<file path="src/rtl/barrelshifter_pkg.sv">
// Shared types and helpers for the pipelined barrel shifter.
package barrelshifter_pkg;

    // Widest shift amount carried in a stage (covers D_SIZE up to 256).
    localparam int SHAMT_W = 8;

    // Canonical op encodings; 3'b011 folds onto ROR and 3'b111 onto ROL.
    typedef enum logic [2:0] {
        OP_SRL = 3'b000,
        OP_SRA = 3'b001,
        OP_ROR = 3'b010,
        OP_SLL = 3'b100,
        OP_ASL = 3'b101,
        OP_ROL = 3'b110
    } op_e;

    // Control carried alongside the data word in every pipeline stage.
    typedef struct packed {
        logic               valid;
        op_e                op;
        logic [SHAMT_W-1:0] shamt;
        logic               vf;
    } stage_t;

    // Fully decodes the 3-bit op field onto the six operations.
    function automatic op_e decode_op(input logic [2:0] code);
        op_e r;
        case (code)
            3'b000:         r = OP_SRL;
            3'b001:         r = OP_SRA;
            3'b010, 3'b011: r = OP_ROR;
            3'b100:         r = OP_SLL;
            3'b101:         r = OP_ASL;
            default:        r = OP_ROL;
        endcase
        return r;
    endfunction

    // Left ops run through the right-shifting layers on a bit-reversed word.
    function automatic logic is_left(input op_e op);
        return (op == OP_SLL) || (op == OP_ASL) || (op == OP_ROL);
    endfunction

    // Number of mux layers in stage j; earlier stages take the remainder.
    function automatic int layers_in_stage(input int nl, input int p, input int j);
        return nl / p + ((j < nl % p) ? 1 : 0);
    endfunction

    // Index of the first mux layer handled by stage j.
    function automatic int first_layer(input int nl, input int p, input int j);
        return j * (nl / p) + ((j < nl % p) ? j : nl % p);
    endfunction

endpackage

</file>
<file path="src/rtl/barrelshifter_pipe_shift_layer.sv">
// One combinational mux layer: right shift by 2^K when enabled.
// Works in the right-shift domain; left ops arrive bit-reversed, so ASL
// becomes "keep bit 0, shift the upper bits right with zero fill".
module shift_layer
    import barrelshifter_pkg::*;
#(
    parameter int D_SIZE = 32,
    parameter int K      = 0
) (
    input  logic [D_SIZE-1:0] data_i,
    input  op_e               op_i,
    input  logic              en_i,
    output logic [D_SIZE-1:0] data_o
);

    localparam int SH = 1 << K;

    logic [D_SIZE-1:0] shifted;

    // Per-bit source select with fill chosen by the op
    always_comb begin
        shifted = '0;
        for (int i = 0; i < D_SIZE; i++) begin
            if (i + SH < D_SIZE) begin
                shifted[i] = data_i[(i + SH) % D_SIZE];
            end else begin
                case (op_i)
                    OP_ROR, OP_ROL: shifted[i] = data_i[(i + SH) % D_SIZE];
                    OP_SRA:         shifted[i] = data_i[D_SIZE-1];
                    default:        shifted[i] = 1'b0;
                endcase
            end
        end
        // Reversed ASL: the original sign bit sits at bit 0 and never moves.
        if (op_i == OP_ASL) begin
            shifted[0] = data_i[0];
        end
    end

    assign data_o = en_i ? shifted : data_i;

endmodule

</file>
<file path="src/rtl/barrelshifter_pipe.sv">
// Pipelined, flow-controlled barrel shifter (SRL/SRA/ROR/SLL/ASL/ROL).
// $clog2(D_SIZE) mux layers spread over PIPE_STAGES register stages.
//
// Handshake: a transfer happens on a rising clk_in edge where valid and ready
// are both high. The producer holds its payload stable while valid is high and
// ready is low. ready_out = !valid_0 || advance_1, so bubbles collapse and a
// full pipeline accepts in the same cycle the output is taken.
module barrelshifter_pipe
    import barrelshifter_pkg::*;
#(
    parameter int D_SIZE      = 32,
    parameter int PIPE_STAGES = 2
) (
    input  logic                      clk_in,
    input  logic                      rst_in,
    input  logic                      valid_in,
    output logic                      ready_out,
    input  logic [D_SIZE-1:0]         x_in,
    input  logic [$clog2(D_SIZE)-1:0] s_in,
    input  logic [2:0]                op_in,
    output logic                      valid_out,
    input  logic                      ready_in,
    output logic [D_SIZE-1:0]         y_out,
    output logic                      zf_out,
    output logic                      vf_out
);

    localparam int NL   = $clog2(D_SIZE);
    localparam int LAST = PIPE_STAGES - 1;

    op_e               entry_op;
    logic [D_SIZE-1:0] x_rev;
    logic [D_SIZE-1:0] x_entry;
    logic              entry_vf;
    stage_t            entry_ctl;

    assign entry_op = decode_op(op_in);

    for (genvar i = 0; i < D_SIZE; i++) begin : g_x_rev
        assign x_rev[i] = x_in[D_SIZE-1-i];
    end

    assign x_entry = is_left(entry_op) ? x_rev : x_in;

    // ASL overflow: any bit shifted out from under the MSB differs from it
    always_comb begin
        entry_vf = 1'b0;
        if (entry_op == OP_ASL) begin
            for (int i = 0; i < D_SIZE - 1; i++) begin
                if ((i >= D_SIZE - 1 - int'(s_in)) && (x_in[i] != x_in[D_SIZE-1])) begin
                    entry_vf = 1'b1;
                end
            end
        end
    end

    assign entry_ctl = '{valid: valid_in, op: entry_op, shamt: SHAMT_W'(s_in), vf: entry_vf};

    for (genvar j = 0; j < PIPE_STAGES; j++) begin : g_stage
        localparam int LO = first_layer(NL, PIPE_STAGES, j);
        localparam int N  = layers_in_stage(NL, PIPE_STAGES, j);

        stage_t            src_ctl;
        logic [D_SIZE-1:0] src_data;
        logic [D_SIZE-1:0] chain [N+1];
        logic [D_SIZE-1:0] data_d;
        stage_t            ctl_q;
        logic [D_SIZE-1:0] data_q;
        logic              load;
        logic              adv_out;
        logic              unused_ctl;

        if (j == 0) begin : g_src_entry
            assign src_ctl  = entry_ctl;
            assign src_data = x_entry;
        end else begin : g_src_prev
            assign src_ctl  = g_stage[j-1].ctl_q;
            assign src_data = g_stage[j-1].data_q;
        end

        assign chain[0] = src_data;

        for (genvar m = 0; m < N; m++) begin : g_layer
            shift_layer #(
                .D_SIZE (D_SIZE),
                .K      (LO + m)
            ) u_layer (
                .data_i (chain[m]),
                .op_i   (src_ctl.op),
                .en_i   (src_ctl.shamt[LO+m]),
                .data_o (chain[m+1])
            );
        end

        if (j == LAST) begin : g_exit
            logic [D_SIZE-1:0] y_rev;
            logic [D_SIZE-1:0] y_fin;
            logic              zf_q;

            for (genvar i = 0; i < D_SIZE; i++) begin : g_y_rev
                assign y_rev[i] = chain[N][D_SIZE-1-i];
            end

            assign y_fin   = is_left(src_ctl.op) ? y_rev : chain[N];
            assign data_d  = y_fin;
            assign adv_out = ready_in;

            // Zero flag registered together with the final result
            always_ff @(posedge clk_in or posedge rst_in) begin
                if (rst_in) begin
                    zf_q <= 1'b0;
                end else if (load && src_ctl.valid) begin
                    zf_q <= (y_fin == '0);
                end
            end
        end else begin : g_mid
            assign data_d  = chain[N];
            assign adv_out = g_stage[j+1].load;
        end

        assign load       = !ctl_q.valid || adv_out;
        assign unused_ctl = ^{ctl_q.op, ctl_q.shamt};

        // Stage register: loads when empty or when its contents move on
        always_ff @(posedge clk_in or posedge rst_in) begin
            if (rst_in) begin
                ctl_q  <= '0;
                data_q <= '0;
            end else if (load) begin
                if (src_ctl.valid) begin
                    ctl_q  <= src_ctl;
                    data_q <= data_d;
                end else begin
                    ctl_q.valid <= 1'b0;
                end
            end
        end
    end

    assign ready_out = g_stage[0].load;
    assign valid_out = g_stage[LAST].ctl_q.valid;
    assign y_out     = g_stage[LAST].data_q;
    assign vf_out    = g_stage[LAST].ctl_q.vf;
    assign zf_out    = g_stage[LAST].g_exit.zf_q;

endmodule
</file>
<file path="config.mk">
export PLATFORM = sky130hd
export DESIGN_NAME = barrelshifter_pipe
export DESIGN_NICKNAME = d
export VERILOG_FILES = /design/src/rtl/barrelshifter_pkg.sv /design/src/rtl/barrelshifter_pipe_shift_layer.sv /design/src/rtl/barrelshifter_pipe.sv
export SDC_FILE = /design/constraint.sdc
export NUM_CORES = 1
export LEC_CHECK = 0
export CAP_MARGIN = 40
export CORE_UTILIZATION = 35
export CTS_BUF_LIST = sky130_fd_sc_hd__clkbuf_16
export CTS_CLUSTER_DIAMETER = 60
export DETAILED_ROUTE_END_ITERATION = 10
export HOLD_SLACK_MARGIN = 0.03
export PLACE_DENSITY = 0.63
export SLEW_MARGIN = 20
export SYNTH_ARGS = -nofsm -noshare
export SYNTH_HDL_FRONTEND = slang
export SYNTH_SLANG_ARGS = --single-unit
</file>
<file path="constraint.sdc">
create_clock -name clk_in -period 2.2 [get_ports clk_in]
set_input_delay 0.22 -clock clk_in [delete_from_list [all_inputs] [get_ports clk_in]]
set_output_delay 0.22 -clock clk_in [all_outputs]
set_load 0.05 [all_outputs]
</file>
Yosys cells after proc, flatten, opt, wreduce, memory -nomap -nowiden
Cells that the tools add are included.
{ "totals": {"elab_cells": 212, "out_inout_bits": 36, "register_bits": 77} }
{ "classes": {"n_eq_ne": 46, "n_lt_le_gt_ge": 31, "addsub": 1, "n_reduce_logical": 47, "n_mux": 78} }
{ "ops": {"columns": ["cell", "count"], "rows": [
  ["32-bit two-way mux", 7],
  ["6-bit >= comparator, first input constant", 15],
  ["1-bit case mux with 2 select lines", 31],
  ["5-bit by 6-bit >= comparator with 1-bit output, first input constant", 8],
  ["1-bit two-way mux", 39],
  ["1-bit logical AND", 32],
  ["32-bit logical NOT", 1],
  ["1-bit != test", 31],
  ["3-bit equality test, second input constant", 8],
  ["4-bit by 6-bit >= comparator with 1-bit output, first input constant", 4],
  ["3-bit case mux with 5 select lines", 1],
  ["3-bit by 2-bit equality test with 1-bit output, second input constant", 4],
  ["3-bit by 6-bit >= comparator with 1-bit output, first input constant", 2],
  ["3-bit by 1-bit equality test with 1-bit output, second input constant", 3],
  ["1-bit by 6-bit >= comparator with 1-bit output, first input constant", 1],
  ["2-bit by 6-bit >= comparator with 1-bit output, first input constant", 1],
  ["1-bit logical OR", 6],
  ["2-bit OR reduction", 3],
  ["5-bit by 5-bit subtractor with 6-bit output, first input constant", 1],
  ["2-bit AND reduction", 2],
  ["3-bit logical NOT", 1],
  ["1-bit logical NOT", 2]
]} }

Depth between registers and ports, before layout
Gate-level depths: netlist (run 1).
{ "depth": {"word_depth": 35, "depth_mapped": 9, "mapped_depth_nobuf": 6} }

Cells and area by module
Synthesis (run 1) repeated with hierarchy kept, for this count alone.
{ "hier_totals": {"cells_unflattened": 693, "area_unflattened_um2": 7096.8} }
{ "by_module_without_submodules": {"columns": ["mod", "seq_area_each_um2", "n_inst", "area_each_um2", "cells_each"], "rows": [
  ["barrelshifter_pipe", 1851.8, 1, 4216.5, 411],
  ["shift_layer at g_stage[1].g_layer[1].u_layer", 0.0, 1, 698.2, 82],
  ["shift_layer at g_stage[0].g_layer[0].u_layer", 0.0, 1, 581.8, 42],
  ["shift_layer at g_stage[1].g_layer[0].u_layer", 0.0, 1, 578.1, 63],
  ["shift_layer at g_stage[0].g_layer[1].u_layer", 0.0, 1, 555.5, 44],
  ["shift_layer at g_stage[0].g_layer[2].u_layer", 0.0, 1, 466.7, 51]
]} }

Worst setup path after synthesis (run 1)
OpenSTA, ideal clock, no wires.
{ "synth_timing": {"path_type": "reg-to-reg", "start": "register g_stage[1].ctl_q, in the netlist valid_out", "end": "register g_stage[0].ctl_q[0] in the netlist's numbering", "path_slack_ns": 0.037, "synth_period_minus_slack_ns": 2.163, "t_required_ns": 2.059, "arrival_time_ns": 2.023, "path_buffers": 1, "path_stages_with_launch": 7, "path_cell_list": "dfrtp_1 > nand3b_1 > and2_1 > clkbuf_1 > o31ai_1 > nor4_1 > a41oi_1"} }
{ "synth_via": {"elab_chain_cells": 4} }
{ "synth_lines": {"columns": ["item", "line", "rtl"], "rows": [
  ["start, declared", "barrelshifter_pipe.sv:67", "stage_t ctl_q;"],
  ["start signal, assigned", "barrelshifter_pipe.sv:131", "ctl_q <= src_ctl;"],
  ["1-bit logical NOT", "barrelshifter_pipe.sv:121", "assign load = !ctl_q.valid || adv_out;"],
  ["1-bit logical OR (2 in a row)", "barrelshifter_pipe.sv:121", null],
  ["named net ready_out", "barrelshifter_pipe.sv:17", "output logic ready_out,"],
  ["2-bit AND reduction (no line)", null, null],
  ["end signal, assigned", "barrelshifter_pipe.sv:131", null],
  ["end, declared", "barrelshifter_pipe.sv:67", null]
]} }
The timed path passes the listed nets, and every way through them passes these cells.
A chain may end at the register's enable or synchronous reset.

Final worst setup path (run 1)
{ "layout_timing": {"start": "register g_stage[0].ctl_q[5] in the netlist's numbering", "end": "register g_stage[1].g_exit.zf_q (netlist: zf_out)"} }
{ "layout_via": {"elab_chain_cells": 3} }
{ "layout_lines": {"columns": ["item", "line", "rtl"], "rows": [
  ["32-bit two-way mux", "barrelshifter_pipe_shift_layer.sv:40", "assign data_o = en_i ? shifted : data_i;"],
  ["32-bit two-way mux", "barrelshifter_pipe.sv:104", "assign y_fin = is_left(src_ctl.op) ? y_rev : chain[N];"],
  ["32-bit logical NOT", "barrelshifter_pipe.sv:113", "zf_q <= (y_fin == '0);"],
  ["end signal, assigned", "barrelshifter_pipe.sv:113", null],
  ["end, declared", "barrelshifter_pipe.sv:98", "logic zf_q;"]
]} }
No other way between the ends.

==> metrics.yaml, run 1 <==
run_status:
  status: "finished clean"
worst_setup_path:
  r2r_slack_ns: 0.02
  worstPathArrival_ns: 2.43
  crit_path_start_kind: "flop"
  cp_cell_sequence: "buf_12 -> mux2_4 -> o22ai_2 -> a21oi_2 -> or3_1 -> or4_4 -> o31ai_2"
  crit_path_max_fanout: 13
  timing_worst_setup_path_type: "reg2reg"
  cp_top_family: "simple AND/OR/NAND/NOR gates"
  crit_required_ns: 2.45
  slowest_stage: "or4_4"
  max_stage_delay_ns: 0.43
  path_buf_inv: 1
  worstSetupEndpointType: "flop"
timing:
  holdWs_ns: 0.297
  final_hold_viol_count: 0
  rsz0062_at_grt: "yes"
  layout_setup_ws_ns: 0.0225
  finClkSkew_ns: 0.0151
  slew_viol_final: 0
  fin_crit_ns: 2.18
  period_share: 0.990
  worstMarginPinSlew_ns: 0.571
  max-slew-margin-rel: 0.618
  setup-violations-final: 0
  fmax_mhz: 459
run:
  cap_violations: 0
floorplan:
  initial_utilization: 0.357
  io_pins: 80
  die_w_um: 137
  die_area_um2: 18900
  core-area_um2: 18000
  die_y_um: 137
  rows: 49
cells_and_area:
  area_delta_synth_final_pct: 33.3
  drive_gt1_frac: 0.249
  final_nets: 927
  instances_no_fill: 1117
  antenna_cells: 0
  fill_cells: 1779
yosys:
  yosys_register_bits: 74
  synth_top_flop_cell: "dfrtp_1"
  syn-cell-area_um2: 6420
  syn_nets: 791
  synth_edf_count: 0
  netlist_instances: 747
  async_reset_ff_frac: 1.00
  synth.distinct_cells: 66
  ys_seq_area_frac: 0.288
  synth_area_per_cell_um2: 8.59
  ys_warn_count: 0
place:
  dpl_worst_slack_ns: -0.0925
  hpwl_mm: 16.0
  port_buffers: 79
  dpl.cell_count: 1093
  gp_congestion: 0.938
power:
  totalPowerFinal_w: 0.00744
  power_density_nw_per_um2: 870
  ir_drop_uv: 634
  leakagePower_nw: 3.60
global_routing:
  antenna_found_initial: 0
  grt_pass1_wl_mm: 32.4
  overflow: 0
  grt_pass1_vias: 5912
  track_usage: 0.226
  grt_max_degree: 75
routing:
  ant_nets: 0
  wl_per_cell_um: 18.2
  vias: 6259
  viasPerCell: 5.60
  drt_first_pass_iters: 5
  drt_iter0_drc: 432
  remaining_drc_errors: 0
  wirelength_mm: 20.3
clock_network:
  clkSinkCount: 74
  ctsHtreeMaxLevel: 3
  clock_path_buffers: 2
  cts_tree: "done"
  cts_buffers: 9
  clock_insertion_delay_worst_skew_ns: 0.35
  hold_buffers: 0
  clockRootBuffer: "clkbuf_16"
  clk_pin_slew_ns: 0.06
worst_hold_path:
  min_path_type: "in2async"
## cells in the mapped netlist, types with 6 or more instances
cell,number,area share
nand2_1,102,0.060
o21ai_0,78,0.061
dfrtp_1,74,0.29
mux2i_1,65,0.10
nor2_1,64,0.037
a21oi_1,52,0.041
mux2_2,34,0.060
clkbuf_1,32,0.019
mux4_2,26,0.091
buf_2,21,0.016
o22ai_1,15,0.015
nand2b_1,14,0.014
a31oi_1,13,0.013
a211oi_1,11,0.013
o211ai_1,11,0.013
buf_1,10,0.0058
inv_1,10,0.0058
xnor2_1,9,0.012
mux2_1,8,0.014
nand3_1,7,0.0055
nor2b_1,6,0.0058
## registers in the layout, summed over array words and instances, names as in the netlist
register and cells:
g_stage.data_q 32, y_out 32, g_stage.ctl_q 7, valid_out 1
vf_out 1, zf_out 1
## metrics by stage
step                TNS (ns)  utilization  area (µm²)
floorplan                  0            -        6420
global placement      -0.241        0.448        8060
detailed placement    -0.286        0.448        8060
CTS                        0        0.473        8500
global route         -0.0460        0.476        8560
finish                     0        0.476        8560
## worst min-delay path, cell delays in order
cell,delay [ns]
clkdlybuf4s50_1,0.41
inv_2,0.07
buf_12,0.33
## layout by cell type (no fill, tap or decap), types with 7 or more instances in the layout
cell type and n:
o22ai_1 11, mux2i_1 65, nand2b_1 11, a211oi_1 9, clkdlybuf4s50_1 75, clkbuf_16 10, mux4_2 26, mux2_2 34
buf_4 106, nand2_1 100, inv_1 10, nand3_1 7, a31oi_1 13, xnor2_1 9, a21oi_1 52, buf_12 7
dfrtp_1 73, o21ai_0 76, mux2_1 8, nor2_1 64, o211ai_1 11
## report_power, final
group	internal [W]	total, W	switching [W]
Combinational	0.00166	0.00384	0.00218
Clock	0.000992	0.00159	0.000597
Sequential	0.00171	0.00201	0.000304
## final cells by class
cell class,count,area (µm²),share of cell area
clock buffer,9,225,0.0263
inverter,11,41.3,0.00482
timing repair buffer,194,1750,0.204
clock inverter,7,93.8,0.0110
tap,229,287,0.0335
sequential,74,1850,0.216
multi-input combinational,593,4310,0.504
## per-layer routing
metal	track usage	part of all wire	up-vias
met2	0.366	0.48	201
li1	-	-	3023
met1	0.309	0.45	3003
met5	0	0	-
met3	0.0228	0.047	32
met4	0.0855	0.025	0
## logic make-up (layout without fill, tap and decap cells)
logic type | count (synthesis) | in the layout | share of synthesized area
xor gates and xnor gates | 12 | 12 | 0.0164
AOI/OAI and AO/OA | 220 | 220 | 0.210
DFF | 74 | 74 | 0.288
buffers and inverters | 80 | 221 | 0.0561
and+or+nand+nor | 227 | 227 | 0.161
muxes | 134 | 134 | 0.269
## timing repair
item,in CTS,in global routing
gates resized for setup,18,6
buffers inserted,6,1
endpoints found under the setup margin,4,1
gates cloned,0,1
pin swaps,5,4
## worst paths after layout
path	startpoint	end	cells after the start
hold / removal	rst_in	y_out[28]	3
setup / recovery	g_stage[0].ctl_q[5]	zf_out	7
setup reg to reg	g_stage[0].ctl_q[5]	zf_out	7
max in group asynchronous	rst_in	g_stage[0].ctl_q[4]	3
hold reg to reg	y_out[14]	y_out[14]	2
min in group clk_in	op_in[2]	g_stage[0].ctl_q[11]	4
(Power assumes the default switching activity.)
==> inputs of run 2 (changes only) <==
--- a/config.mk
+++ b/config.mk
@@ -9,8 +9,10 @@
 export CORE_UTILIZATION = 35
 export CTS_BUF_LIST = sky130_fd_sc_hd__clkbuf_16
 export CTS_CLUSTER_DIAMETER = 60
+export CTS_CLUSTER_SIZE = 40
 export DETAILED_ROUTE_END_ITERATION = 10
 export HOLD_SLACK_MARGIN = 0.03
+export MAX_ROUTING_LAYER = met4
 export PLACE_DENSITY = 0.63
 export SLEW_MARGIN = 20
 export SYNTH_ARGS = -nofsm -noshare
==> run 2 against run 1 <==
- the run now ends with setup timing left
- core utilization decreased by 0.21 points
- die area unchanged
- clock skew decreased by 0.0067 ns
- power decreased by 3.1%
- setup slack got worse by 0.049 ns
- sequential share of layout area increased by 0.095 points
- critical endpoint unchanged
==> metrics.yaml, run 2 (same netlist as run 1, synthesis figures left out) <==
floorplan:
  die_w_um: 137  # unchanged
  core-area_um2: 18000  # unchanged
  rows: 49  # unchanged
  die_y_um: 137  # unchanged
  initial_utilization: 0.357  # unchanged
  die_area_um2: 18900  # unchanged
  io_pins: 80  # unchanged
worst_setup_path:
  crit-reg2reg-capture: "zf_out"
  timing_worst_setup_path_type: "reg2reg"
  r2r-start: "g_stage[0].ctl_q[4]"
  crit_path_start_kind: "flop"
  crit_required_ns: 2.45  # about the same
  worstSetupEndpointType: "flop"
  crit_path_max_fanout: 13  # unchanged
  cp_cell_sequence: "buf_12 -> buf_12 -> buf_4 -> mux2i_1 -> nor2_1 -> o22ai_1 -> buf_4 -> nand4_1 -> or4_1 -> o31ai_2"
  r2r_cells: 10  # +3
  worstPathArrival_ns: 2.48  # +0.05 ns
  slowest_stage: "or4_1"
  max_stage_delay_ns: 0.50  # +0.07 ns
  r2r_slack_ns: -0.03  # -0.05 ns
timing:
  rsz0062_at_grt: "yes"
  max-slew-margin-rel: 0.649  # +0.0318
  period_share: 1.01  # +0.0224
  finClkSkew_ns: 0.00845  # -0.00668 ns
  final_hold_viol_count: 0  # unchanged
  worstMarginPinSlew_ns: 0.524  # -0.0467 ns
  layout_setup_ws_ns: -0.0268  # -0.0493 ns
  fin_crit_ns: 2.23  # +0.0493 ns
  slew_viol_final: 0  # unchanged
  fmax_mhz: 449  # -2.2%
  setup-violations-final: 1  # +1
  setup_tns_ns: -0.0268  # -0.0268 ns
place:
  port_buffers: 79  # unchanged
  gp_congestion: 0.952  # +1.6%
  dpl.cell_count: 1101  # +0.73%
  place_area_um2: 8140  # +1.1%
  hpwl_mm: 16.2  # +1.0%
  dpl_worst_slack_ns: -0.0980  # -0.00547 ns
routing:
  remaining_drc_errors: 0  # unchanged
  viasPerCell: 5.57  # -0.52%
  vias: 6249  # -0.16%
  ant_nets: 0  # unchanged
  wirelength_mm: 20.5  # +0.83%
  drt_iter0_drc: 338  # -22%
  drt_first_pass_iters: 5  # unchanged
  wl_per_cell_um: 18.3  # +0.47%
clock_network:
  cts_tree: "done"
  clkSinkCount: 74  # unchanged
  ctsHtreeMaxLevel: 3  # unchanged
  clock_insertion_delay_worst_skew_ns: 0.34  # about the same
  cts_buffers: 9  # unchanged
  clk_pin_slew_ns: 0.06  # about the same
  clockRootBuffer: "clkbuf_16"
  hold_buffers: 0  # unchanged
  clock_path_buffers: 2  # unchanged
power:
  power_density_nw_per_um2: 846  # -2.7%
  ir_drop_uv: 809  # +28%
  leakagePower_nw: 3.58  # -0.50%
cells_and_area:
  instances_no_fill: 1121  # +0.36%
  fill_cells: 1768  # -0.62%
  area_delta_synth_final_pct: 32.7
  multi_input_comb_area_um2: 4280  # -0.75%
  drive_gt1_frac: 0.247  # -0.00224
  final_area_um2: 8520  # -0.44%
  antenna_cells: 0  # unchanged
  seqCellArea_um2: 1850  # unchanged
  layout_common_cells: "buf_4, nand2_1, o21ai_0"
  final_common_cell: "buf_4"
  final_nets: 931  # +0.43%
global_routing:
  grt_pass1_vias: 5840  # -1.2%
  track_usage: 0.232  # +0.00562
  antenna_found_initial: 0  # unchanged
  grt_pass1_wl_mm: 32.0  # -1.3%
  grt_max_degree: 55  # -27%
  overflow: 0  # unchanged
worst_hold_path:
  min_path_type: "in2async"
run_status:
  status: "finished with violations"
  violations: "setup timing"
run:
  cap_violations: 0  # unchanged
## run 2: worst max-delay path, delay by kind of cell (launching register included)
family                 cells  cell delay, ns
and+or+nand+nor            3            0.64
AOI/OAI and AO/OA          2            0.34
muxes                      1            0.15
DFF                        1            0.42
buffers and inverters      4            0.58
## run 2: worst max-delay path by stage
stage                         start  slack, ns  cells past startpoint             endpoint
2_1_floorplan             valid_out       0.04                      6  g_stage[0].ctl_q[0]
3_3_place_gp    g_stage[0].ctl_q[9]      -0.20                      6            y_out[24]
3_5_place_dp                s_in[0]       -0.1                      8  g_stage[0].ctl_q[0]
4_1_cts         g_stage[0].ctl_q[4]      0.006                      7               zf_out
5_1_grt        g_stage[0].ctl_q[10]      -0.12                      8               zf_out
6_report        g_stage[0].ctl_q[4]      -0.03                     10               zf_out
## run 2: where the power goes
group          total (W)  leakage, nW  internal [W]  switching, W
Clock            0.00135        0.129      0.000758      0.000591
Combinational    0.00386         2.54       0.00166       0.00220
Sequential       0.00200        0.912       0.00171      0.000295
## run 2: metal layers
metal,global-route usage,share of wire,up-vias
li1,-,-,3038
met1,0.305,0.47,2991
met2,0.362,0.47,193
met3,0.0269,0.037,27
met4,0.0916,0.025,0
met5,-,0,-
## run 2: what timing repair did
item,in CTS,in global routing
setup endpoints to repair,1,5
gates resized for setup,6,8
buffers inserted,4,0
pin swaps,3,0
## run 2: per-stage QoR
stage                     hold slack [ns]   util  total power (W)
after floorplan                     0.328      -          0.00426
after global placement              0.461  0.453          0.00578
after detailed placement            0.469  0.453          0.00580
after CTS                           0.138  0.472          0.00722
after global routing                0.160  0.474          0.00765
final                               0.141  0.474          0.00721
## run 2: layout make-up
class | instances | share of cell area
Clock inverter | 7 | 0.00543
Timing Repair Buffer | 198 | 0.210
Tap cell | 229 | 0.0336
Clock buffer | 9 | 0.0264
Sequential cell | 74 | 0.217
Inverter | 11 | 0.00485
Multi-Input combinational cell | 593 | 0.502
==> inputs of run 3 (changes only) <==
--- a/config.mk
+++ b/config.mk
@@ -11,6 +11,7 @@
 export CTS_CLUSTER_DIAMETER = 60
 export CTS_CLUSTER_SIZE = 40
 export DETAILED_ROUTE_END_ITERATION = 10
+export GPL_ROUTABILITY_DRIVEN = 0
 export HOLD_SLACK_MARGIN = 0.03
 export MAX_ROUTING_LAYER = met4
 export PLACE_DENSITY = 0.63
==> run 3 against run 2 <==
- the flow still finishes with violations (setup timing)
- register-to-register slack gained 0.03 ns
- sequential power barely moved
- combinational power down 2%
- highest routed layer unchanged
- routed wire length shrank 4.8%
- fmax increased by 1.1%
- critical path depth fell by 3
- die area did not move
- sequential share of layout area is 0.30 points higher
- non-clock buffer count down 9
- largest cell class unchanged
- global-route usage decreased by 1.1 points
==> metrics.yaml, run 3 (same netlist as run 1, synthesis figures left out) <==
run_status:
  status: "finished with violations"
  violations: "setup timing"
power:
  switchingPower_w: 0.00304  # -1.5%
  power_frac_seq: 0.277  # about the same
  p_clk_frac: 0.202  # +0.015
  netSwitchingFraction: 0.420  # -0.00735
  power_density_nw_per_um2: 859  # +1.5%
  p_int_w: 0.00419  # +1.5%
  ir_drop_uv: 884  # +9.3%
  power_frac_comb: 0.521  # -0.014
  leakagePower_nw: 3.54  # -1.3%
cells_and_area:
  final_nets: 922  # -0.97%
  area_delta_synth_final_pct: 31.1
  drive_gt1_frac: 0.236  # -0.0111
  final_util: 0.469  # -0.00578
  antenna_cells: 0  # unchanged
  layout_common_cells: "buf_4, nand2_1, o21ai_0"
  fill_cells: 1732  # -2.0%
  final_common_cell: "buf_4"
timing:
  setup-violations-final: 1  # unchanged
  period_share: 1.00  # -0.0114
  finClkSkew_ns: 0.0113  # +0.00286 ns
  rsz0062_at_grt: "yes"
  fin_crit_ns: 2.20  # -0.0251 ns
  max-slew-margin-rel: 0.576  # -0.0733
  slew_viol_final: 0  # unchanged
  worstMarginPinSlew_ns: 0.629  # +0.105 ns
  final_hold_viol_count: 0  # unchanged
  layout_setup_ws_ns: -0.00171  # +0.0251 ns
  fmax_mhz: 454  # +1.1%
  setup_tns_ns: -0.00171  # +0.0251 ns
routing:
  ant_nets: 0  # unchanged
  top_layer: "met4"
  remaining_drc_errors: 0  # unchanged
  wirelength_mm: 19.5  # -4.8%
  wl_per_cell_um: 17.5  # -4.0%
  met2WireLength_mm: 9.18  # -4.2%
  viasPerCell: 5.62  # +0.83%
  wl_met3_mm: 1.03  # +38%
  drt_first_pass_iters: 5  # unchanged
  vias: 6250  # +0.016%
  drt_iter0_drc: 450  # +33%
  drt-met1-wl_mm: 8.78  # -8.8%
global_routing:
  track_usage: 0.220  # -0.0113
  overflow: 0  # unchanged
  antenna_found_initial: 0  # unchanged
  grt_pass1_vias: 5849  # +0.15%
  grt_pass1_wl_mm: 31.2  # -2.5%
  grt_max_degree: 75  # +36%
floorplan:
  die_w_um: 137  # unchanged
  die_area_um2: 18900  # unchanged
  rows: 49  # unchanged
  initial_utilization: 0.357  # unchanged
  io_pins: 80  # unchanged
  die_y_um: 137  # unchanged
  core-area_um2: 18000  # unchanged
place:
  hpwl_mm: 15.1  # -6.6%
  port_buffers: 79  # unchanged
  dpl_worst_slack_ns: -0.0819  # +0.0160 ns
clock_network:
  clock_path_buffers: 2  # unchanged
  ctsHtreeMaxLevel: 3  # unchanged
  clkSinkCount: 74  # unchanged
  clockRootBuffer: "clkbuf_16"
  cts_tree: "done"
  cts_buffers: 9  # unchanged
  clock_insertion_delay_worst_skew_ns: 0.35  # about the same
  clk_pin_slew_ns: 0.06  # about the same
worst_setup_path:
  r2r-start: "g_stage[0].ctl_q[5]"
  crit_required_ns: 2.46  # about the same
  max_stage_delay_ns: 0.48  # -0.02 ns
  slowest_stage: "or4_4"
  r2r_slack_ns: -0.002  # +0.03 ns
  timing_worst_setup_path_type: "reg2reg"
  worstSetupEndpointType: "flop"
  cp_cell_sequence: "buf_12 -> mux2_4 -> o22ai_2 -> a21oi_2 -> or3_1 -> or4_4 -> o31ai_2"
  crit_start: "g_stage[0].ctl_q[5]"
  crit_path_max_fanout: 6  # -7
  crit_path_start_kind: "flop"
  worstPathArrival_ns: 2.46  # -0.02 ns
run:
  cap_violations: 0  # unchanged
worst_hold_path:
  min_path_type: "in2async"
-- run 3: cell types whose count changed in the layout (fill, tap and decap cells not counted), moves of 2 or more --
| cell | change |
|---|---|
| a211oi_1 | +2 |
| dfrtp_1 | -2 |
| buf_6 | +2 |
| a211oi_2 | -2 |
| buf_12 | -3 |
| dfrtp_2 | +2 |
| buf_4 | -8 |
-- run 3: path summary, 6_finish.rpt --
check                                  endpoint  cells after the start
max                                      zf_out                      7
min                                    y_out[5]                      3
max reg2reg                              zf_out                      7
min reg2reg                            y_out[8]                      2
max in group asynchronous   g_stage[0].ctl_q[9]                      3
min in group clk_in        g_stage[0].ctl_q[11]                      4
-- run 3: worst max-delay path, delay by kind of cell, from the launching register on --
| kind | cells | cell delay, ns |
|---|---|---|
| AOI/OAI and AO/OA | 3 | 0.39 |
| buffers and inverters | 1 | 0.14 |
| DFF | 1 | 0.42 |
| muxes | 1 | 0.30 |
| and+or+nand+nor | 2 | 0.86 |
-- run 3: cell type report --
| type | instances | area (µm²) | share of cell area |
|---|---|---|---|
| Sequential cell | 74 | 1860 | 0.220 |
| Clock buffer | 9 | 225 | 0.0268 |
| Timing Repair Buffer | 189 | 1690 | 0.201 |
| Inverter | 11 | 45.0 | 0.00535 |
| Tap cell | 229 | 287 | 0.0340 |
| Clock inverter | 7 | 68.8 | 0.00817 |
| Multi-Input combinational cell | 593 | 4240 | 0.504 |
-- run 3: power groups by stage --
stage	logic (W)	clock network (W)	registers, W
floorplan	0.00153	0	0.00273
finish	0.00377	0.00146	0.00200
global placement	0.00364	0	0.00202
detailed placement	0.00367	0	0.00202
CTS	0.00369	0.00149	0.00200
global route	0.00405	0.00156	0.00205
-- run 3: timing repair --
action	4_1_cts	5_1_grt
gates resized for setup	3	12
buffers inserted	0	6
setup endpoints to repair	1	1
hold buffers	0	0
-- run 3: layer usage --
| layer | GRT usage | up-vias |
|---|---|---|
| li1 | - | 3019 |
| met1 | 0.291 | 2956 |
| met2 | 0.343 | 230 |
| met3 | 0.0350 | 45 |
| met4 | 0.0720 | 0 |
| met5 | - | - |
-- run 3: stage by stage --
step	total power (W)	instance area, µm²	cells	hold slack [ns]
6_report	0.00723	8420	1112	0.288
5_1_grt	0.00766	8420	1112	0.329
4_1_cts	0.00718	8320	1106	0.312
3_5_place_dp	0.00570	8020	1090	0.470
3_3_place_gp	0.00566	8020	1090	0.460
2_1_floorplan	0.00426	6420	747	0.328
